## src/rtl/fu_writeback_arbiter_pkg.sv

```systemverilog
// Shared CPU definitions used by the writeback arbiter: commit bus layout,
// functional-unit identifiers and default sizing.
package fu_writeback_arbiter_pkg;

  localparam int WB_NUM_FU    = 6;
  localparam int WB_NUM_PORTS = 2;

  typedef logic [$clog2(WB_NUM_FU)-1:0] fu_id_t;

  localparam fu_id_t FU_ALU1   = 3'd0;
  localparam fu_id_t FU_ALU2   = 3'd1;
  localparam fu_id_t FU_BRU    = 3'd2;
  localparam fu_id_t FU_MULDIV = 3'd3;
  localparam fu_id_t FU_LSU    = 3'd4;
  localparam fu_id_t FU_CSR    = 3'd5;

  typedef struct packed {
    logic [7:0]  rob_tag;
    logic [4:0]  rd;
    logic        wen;
    logic        exc;
    logic [4:0]  exc_code;
    logic [31:0] pc;
    logic [63:0] wdata;
    logic [11:0] rsvd;
  } execute_to_commit_bus_t;

  localparam int WB_PAYLOAD_W = $bits(execute_to_commit_bus_t);

endpackage

```

## src/rtl/fu_writeback_arbiter_wb_port_allocator.sv

```systemverilog
// Combinational grant network: maps held FU results onto commit ports,
// pairs taking ports 0 and 1 atomically, singles filling lowest port first.
import fu_writeback_arbiter_pkg::*;

module wb_port_allocator #(
  parameter int NUM_FU    = WB_NUM_FU,
  parameter int NUM_PORTS = WB_NUM_PORTS,
  localparam int ID_W     = $clog2(NUM_FU)
) (
  input  logic [NUM_FU-1:0]                 i_slot_v,
  input  logic [NUM_FU-1:0]                 i_slot_pair,
  input  logic [ID_W-1:0]                   i_rr_ptr,
  output logic [NUM_PORTS-1:0][NUM_FU-1:0]  o_port_sel,
  output logic [NUM_FU-1:0]                 o_granted
);

  // NOTE: blocking assignments in always_comb; every output and local gets a
  // default before the loop so no path leaves a value held (no latch).
  always_comb begin
    int next_port;
    int idx;
    o_port_sel = '0;
    o_granted  = '0;
    next_port  = 0;
    idx        = 0;
    for (int k = 0; k < NUM_FU; k++) begin
      idx = int'(i_rr_ptr) + k;
      if (idx >= NUM_FU) idx = idx - NUM_FU;
      if (i_slot_v[idx]) begin
        if (i_slot_pair[idx]) begin
          // A pair needs both low ports untouched; otherwise it sits this cycle out.
          if (next_port == 0 && NUM_PORTS >= 2) begin
            o_port_sel[0][idx] = 1'b1;
            o_port_sel[1][idx] = 1'b1;
            o_granted[idx]     = 1'b1;
            next_port          = 2;
          end
        end else if (next_port < NUM_PORTS) begin
          o_port_sel[next_port][idx] = 1'b1;
          o_granted[idx]             = 1'b1;
          next_port                  = next_port + 1;
        end
      end
    end
  end

endmodule

```

## src/rtl/fu_writeback_arbiter.sv

```systemverilog
// Writeback arbiter: one holding slot per FU, up to NUM_PORTS grants per cycle.
// Define WB_ARB_RR_EN for round-robin priority; default is fixed (FU 0 highest).
import fu_writeback_arbiter_pkg::*;

module fu_writeback_arbiter #(
  parameter int NUM_FU    = WB_NUM_FU,
  parameter int NUM_PORTS = WB_NUM_PORTS,
  parameter int PAYLOAD_W = WB_PAYLOAD_W,
  localparam int ID_W     = $clog2(NUM_FU)
) (
  input  logic                          clk,
  input  logic                          reset,
  input  logic                          i_flush,
  input  logic [NUM_FU-1:0]             i_fu_valid,
  input  logic [NUM_FU-1:0]             i_fu_pair,
  input  logic [NUM_FU*PAYLOAD_W-1:0]   i_fu_payload0,
  input  logic [NUM_FU*PAYLOAD_W-1:0]   i_fu_payload1,
  output logic [NUM_FU-1:0]             o_fu_ready,
  input  logic                          i_commit_allowin,
  output logic [NUM_PORTS-1:0]          o_cm_valid,
  output logic [NUM_PORTS*PAYLOAD_W-1:0] o_cm_payload,
  output logic [NUM_PORTS*ID_W-1:0]     o_cm_fu_id
);

  logic [NUM_FU-1:0]                r_slot_v;
  logic [NUM_FU-1:0]                r_slot_pair;
  logic [PAYLOAD_W-1:0]             r_slot_p0 [NUM_FU];
  logic [PAYLOAD_W-1:0]             r_slot_p1 [NUM_FU];
  logic                             r_hold;
  logic [NUM_FU-1:0]                r_held;

  logic [NUM_FU-1:0]                w_arb_v;
  logic [NUM_PORTS-1:0][NUM_FU-1:0] w_port_sel;
  logic [NUM_FU-1:0]                w_granted;
  logic [NUM_FU-1:0]                w_consume;
  logic [NUM_FU-1:0]                w_accept;
  logic [NUM_FU-1:0]                w_ready;
  logic [ID_W-1:0]                  w_rr_ptr;
  logic [ID_W-1:0]                  w_last_id;
  logic [NUM_PORTS-1:0]             w_cm_valid;
  logic [NUM_PORTS*PAYLOAD_W-1:0]   w_cm_payload;
  logic [NUM_PORTS*ID_W-1:0]        w_cm_fu_id;
  logic                             w_consuming;

  // While commit stalls, only the slots already presented compete, so late
  // arrivals cannot reshuffle the buses commit is looking at.
  assign w_arb_v = r_slot_v & (r_hold ? r_held : {NUM_FU{1'b1}});

  wb_port_allocator #(.NUM_FU(NUM_FU), .NUM_PORTS(NUM_PORTS)) u_alloc (
    .i_slot_v    (w_arb_v),
    .i_slot_pair (r_slot_pair),
    .i_rr_ptr    (w_rr_ptr),
    .o_port_sel  (w_port_sel),
    .o_granted   (w_granted)
  );

  assign w_consuming = i_commit_allowin && !i_flush && !reset && (|w_granted);
  assign w_consume   = w_granted & {NUM_FU{w_consuming}};
  assign w_ready     = {NUM_FU{!reset && !i_flush}} & (~r_slot_v | w_consume);
  assign w_accept    = i_fu_valid & w_ready;
  assign o_fu_ready  = w_ready;

  always_comb begin
    w_cm_valid   = '0;
    w_cm_payload = '0;
    w_cm_fu_id   = '0;
    w_last_id    = '0;
    for (int p = 0; p < NUM_PORTS; p++) begin
      for (int i = 0; i < NUM_FU; i++) begin
        if (w_port_sel[p][i]) begin
          w_cm_valid[p] = 1'b1;
          w_cm_payload[p*PAYLOAD_W +: PAYLOAD_W] |=
            (p == 1 && r_slot_pair[i]) ? r_slot_p1[i] : r_slot_p0[i];
          w_cm_fu_id[p*ID_W +: ID_W] |= ID_W'(i);
          w_last_id = ID_W'(i);
        end
      end
    end
  end

  assign o_cm_valid   = reset ? '0 : w_cm_valid;
  assign o_cm_payload = reset ? '0 : w_cm_payload;
  assign o_cm_fu_id   = reset ? '0 : w_cm_fu_id;

  // NOTE: synchronous active-high reset clears only control state; payload
  // storage is qualified by r_slot_v and is deliberately left unreset.
  always_ff @(posedge clk) begin
    if (reset || i_flush) begin
      r_slot_v <= '0;
      r_hold   <= 1'b0;
      r_held   <= '0;
    end else begin
      for (int i = 0; i < NUM_FU; i++) begin
        if (w_accept[i]) begin
          r_slot_v[i]    <= 1'b1;
          r_slot_pair[i] <= i_fu_pair[i];
        end else if (w_consume[i]) begin
          r_slot_v[i] <= 1'b0;
        end
      end
      r_hold <= (|w_granted) && !i_commit_allowin;
      r_held <= w_granted;
    end
  end

  always_ff @(posedge clk) begin
    for (int i = 0; i < NUM_FU; i++) begin
      if (w_accept[i]) begin
        r_slot_p0[i] <= i_fu_payload0[i*PAYLOAD_W +: PAYLOAD_W];
        r_slot_p1[i] <= i_fu_payload1[i*PAYLOAD_W +: PAYLOAD_W];
      end
    end
  end

`ifdef WB_ARB_RR_EN
  logic [ID_W-1:0] r_rr_ptr;

  always_ff @(posedge clk) begin
    if (reset) begin
      r_rr_ptr <= '0;
    end else if (w_consuming) begin
      r_rr_ptr <= (w_last_id == ID_W'(NUM_FU - 1)) ? '0 : w_last_id + 1'b1;
    end
  end

  assign w_rr_ptr = r_rr_ptr;
`else
  assign w_rr_ptr = '0;
`endif

endmodule

```

## config.mk

```make
export PLATFORM = sky130hd
export DESIGN_NAME = fu_writeback_arbiter
export DESIGN_NICKNAME = d
export VERILOG_FILES = /design/src/rtl/fu_writeback_arbiter_pkg.sv /design/src/rtl/fu_writeback_arbiter_wb_port_allocator.sv /design/src/rtl/fu_writeback_arbiter.sv
export SDC_FILE = /design/constraint.sdc
export NUM_CORES = 2
export LEC_CHECK = 0
export CAP_MARGIN = 5
export CORE_AREA = 3 3 710 712
export DETAILED_ROUTE_END_ITERATION = 10
export DIE_AREA = 0 0 713 715
export PLACE_DENSITY = 0.37
export REMOVE_ABC_BUFFERS = 1
export SLEW_MARGIN = 25
export SYNTH_ARGS = -nofsm -noshare
export SYNTH_HDL_FRONTEND = slang
export SYNTH_HIERARCHICAL = 1
export SYNTH_SLANG_ARGS = --single-unit
```

## constraint.sdc

```tcl
create_clock -name clk -period 30.5 [get_ports clk]
set_clock_uncertainty 0.1 [all_clocks]
set_input_delay 6.1 -clock clk [delete_from_list [all_inputs] [get_ports clk]]
set_output_delay 6.1 -clock clk [all_outputs]
set_load 0.01 [all_outputs]
```

==> run_results.csv <==
group,metric,value,unit
setup_path,crit_type,"reg -> out",
cts,insertion_delay,0.85,ns
detailed_routing,drc,0,
cts,clk_pin_slew,0.06,ns
yosys,syn_area_per_cell,16.30,µm²
sta,tightest_slew,1.219,ns
cts,cts_buffers,204,
setup_path,crit_arrival,12.14,ns
sta,fin_crit_sh,60.12,%
setup_path,crit_slowest_cell,"clkdlybuf4s50_1",
worst_hold_path,worstHoldStart,"r_slot_v[1]",
sta,rsz0062_at_grt,"no",
cts,htreeDepth,4,
setup_path,cpMostUsedCell,"buf_4",
place,gp_congestion,0.9249,
global_routing,grt_pass1_vias,54066,
detailed_routing,antenna_left,0,
global_routing,use_met1,24.52,%
cells_and_area,multi_input_area,19670,µm²
cells_and_area,final_nets,7654,
detailed_routing,drt-total-wl,520300,µm
yosys,netlist_top_cells_count,"edfxtp_1 (1,542), mux2_2 (772), a22oi_1 (770)",
cts,root_buffer,"clkbuf_16",
yosys,ys_seq_elements,1555,
cts,cts_tree,"yes",
floorplanning,dieHeight,715,µm
power,p_leak,30.48,nW
floorplanning,initial_utilization,13.62,%
cts,cts-resized-gates,0,
floorplanning,die_area,509800,µm²
yosys,synthTopCellsByArea,"edfxtp_1 (68%), mux2_2 (13%), a22oi_1 (8.5%)",
place,numPortBuffers,1821,
worst_hold_path,min_to,"r_slot_v[1]",
yosys,yosysMostFrequentCell,"edfxtp_1",
cells_and_area,drive_above_1_share,20.91,%
flow_run,cap_violations,0,
yosys,synth_edf_count,1542,
yosys,yosysSeqAreaShare,68.67,%
sta,finalSetupTns,0,ns
floorplanning,ioPinCount,1822,
global_routing,grt_pass1_wl,645500,µm
detailed_routing,vias,54303,
setup_path,required,24.30,ns
cts,cts_buffer_depth,4,
yosys,synthArstFlopShare,0,%
global_routing,grt_usage,19.47,%
sta,min_period,18.34,ns
setup_path,path_buf_inv,8,
floorplanning,core_area,497800,µm²
global_routing,grt.busiest_layer,"met2",
worst_hold_path,hp-class,"reg -> reg",
yosys,synthDistinctLibCells,91,
global_routing,grt_overflow,0,
sta,whs,0.5391,ns
yosys,yosys.area.top_type,"edfxtp_1",
sta,finalHoldViolCount,0,
sta,timing.slew.headroom,18.37,%
yosys,synth_area,67810,µm²
worst_hold_path,min_path_cells,3,
run_status,status,"completed",
cells_and_area,regArea,46560,µm²
setup_path,crit_path_end_kind,"output port",
setup_path,cp_top_family,"compound AO/OA/AOI/OAI gates",
detailed_routing,drtIter0Drc,6058,
setup_path,rrSetupSlack,18.97,ns
yosys,netlist_instances,4161,
floorplanning,die_width,713,µm
setup_path,path_max_fanout,30,
place,dpl.hpwl,409100,µm
cts,cts_hold_buffers,0,
global_routing,use_met2,32.69,%
setup_path,r2r_cells,33,
power,powerDensity,57.91,nW/µm²
cts,cts_setup_buffers,0,
global_routing,grt_use_met3,4.827,%
power,peakVddDrop,0.00004376,V
setup_path,r2r-end,"r_slot_p1[5][101]",
setup_path,critPathLaunchType,"flip-flop",
floorplanning,rows,259,
detailed_routing,wl_per_cell,40.07,µm
cells_and_area,areaGrowthSynthToFinish,48.92,%
detailed_routing,vias_per_cell,4.182,
yosys,yosysWarnings,6,
cells_and_area,nFillCells,53249,
global_routing,antenna_found_initial,307,
cts,cts_num_sinks,1555,
sta,fmax,0.05454,GHz
detailed_routing,drt_pass1_iterations,5,
setup_path,r2r-start,"r_hold",
global_routing,grt_max_degree,81,
sta,slew_violations,0,
yosys,synth_top_area_share,68.29,%
setup_path,max_stage_delay,0.74,ns
sta,setup_viol,0,
yosys,synth-main-ff-cell,"edfxtp_1",
worst min-delay path, delay by kind of cell, from the launching register on:
kind | cells | cell delay (ns)
AO/OA/AOI/OAI | 1 | 0.15
flip-flops | 1 | 0.31
AND/OR/NAND/NOR | 2 | 0.14
per-stage QoR:
stage	util, %	total power [mW]	setup slack, ns	cells	area, µm²
after detailed placement	18.96	3.466	13.07	12526	94380
after global routing	20.26	6.025	11.71	12924	100800
after floorplan	-	2.812	10.85	3873	66150
final	20.29	5.847	12.16	12984	101000
after global placement	18.93	3.470	12.96	12522	94210
after CTS	20.24	5.909	12.05	12892	100700
cell type report:
class	count	area share (%)
flip-flops and latches	1555	46.11
clock buffers	255	5.317
well taps	6655	8.246
repair buffers	1998	19.48
multi-input cells	2280	19.48
diodes	92	0.2280
clock inverters	111	0.9875
inverters	38	0.1487
placed cells by master (no fill, tap or decap), types with 19 or more instances in the layout:
cell type / netlist / layout
inv_1: 33 / 33
a31oi_2: 1 / 19
nor2_1: 69 / 69
clkbuf_1: 126 / 46
clkinv_1: 1 / 46
o21ai_0: 20 / 20
nand2_1: 45 / 45
ha_1: 25 / 25
a22oi_1: 770 / 768
mux2_2: 772 / 772
clkdlybuf4s50_1: 0 / 1819
diode_2: 0 / 92
clkinv_2: 0 / 29
a31oi_1: 262 / 243
clkbuf_16: 0 / 206
edfxtp_1: 1542 / 1542
buf_4: 12 / 167
report_power, final:
group	total, mW	internal, mW	switching, mW
clock network	2.41	1.36	1.05
logic	0.964	0.389	0.575
registers	2.47	2.43	0.0452
flip-flops by register name (all words and copies together) (netlist names):
name,count
r_slot_p0,768
r_slot_v,6
r_hold,1
r_slot_pair,6
r_slot_p1,768
r_held,6
cell families after synthesis:
logic type | count (synthesis) | share of synthesized area [%]
AND/OR/NAND/NOR | 224 | 1.687
buffers and inverters | 340 | 2.747
adder cells (fa/ha/maj) | 25 | 0.4613
flip-flops | 1555 | 68.67
XOR/XNOR | 5 | 0.1033
AO/OA/AOI/OAI | 1220 | 13.11
multiplexers | 791 | 13.21
other | 1 | 0.005530
metal layers:
metal / vias up / share of wire [%]
met1: 28926 / 42
met4: 96 / 3.4
met3: 854 / 7.1
li1: 21278 / -
met2: 3149 / 48
met5: - / 0.13
how the worst max path moves through the flow:
stage                               from                 to  slack (ns)  cells after the start
after CTS                         r_hold  o_cm_payload[251]       12.05                     33
after global placement         r_held[0]  o_cm_payload[251]       12.96                     34
final                             r_hold  o_cm_payload[251]       12.16                     33
after floorplan           r_slot_pair[0]  o_cm_payload[128]       10.85                     26
after detailed placement          r_hold  o_cm_payload[251]       13.07                     33
after global routing              r_hold  o_cm_payload[198]       11.71                     33
Power figures use the tool's default switching activity.
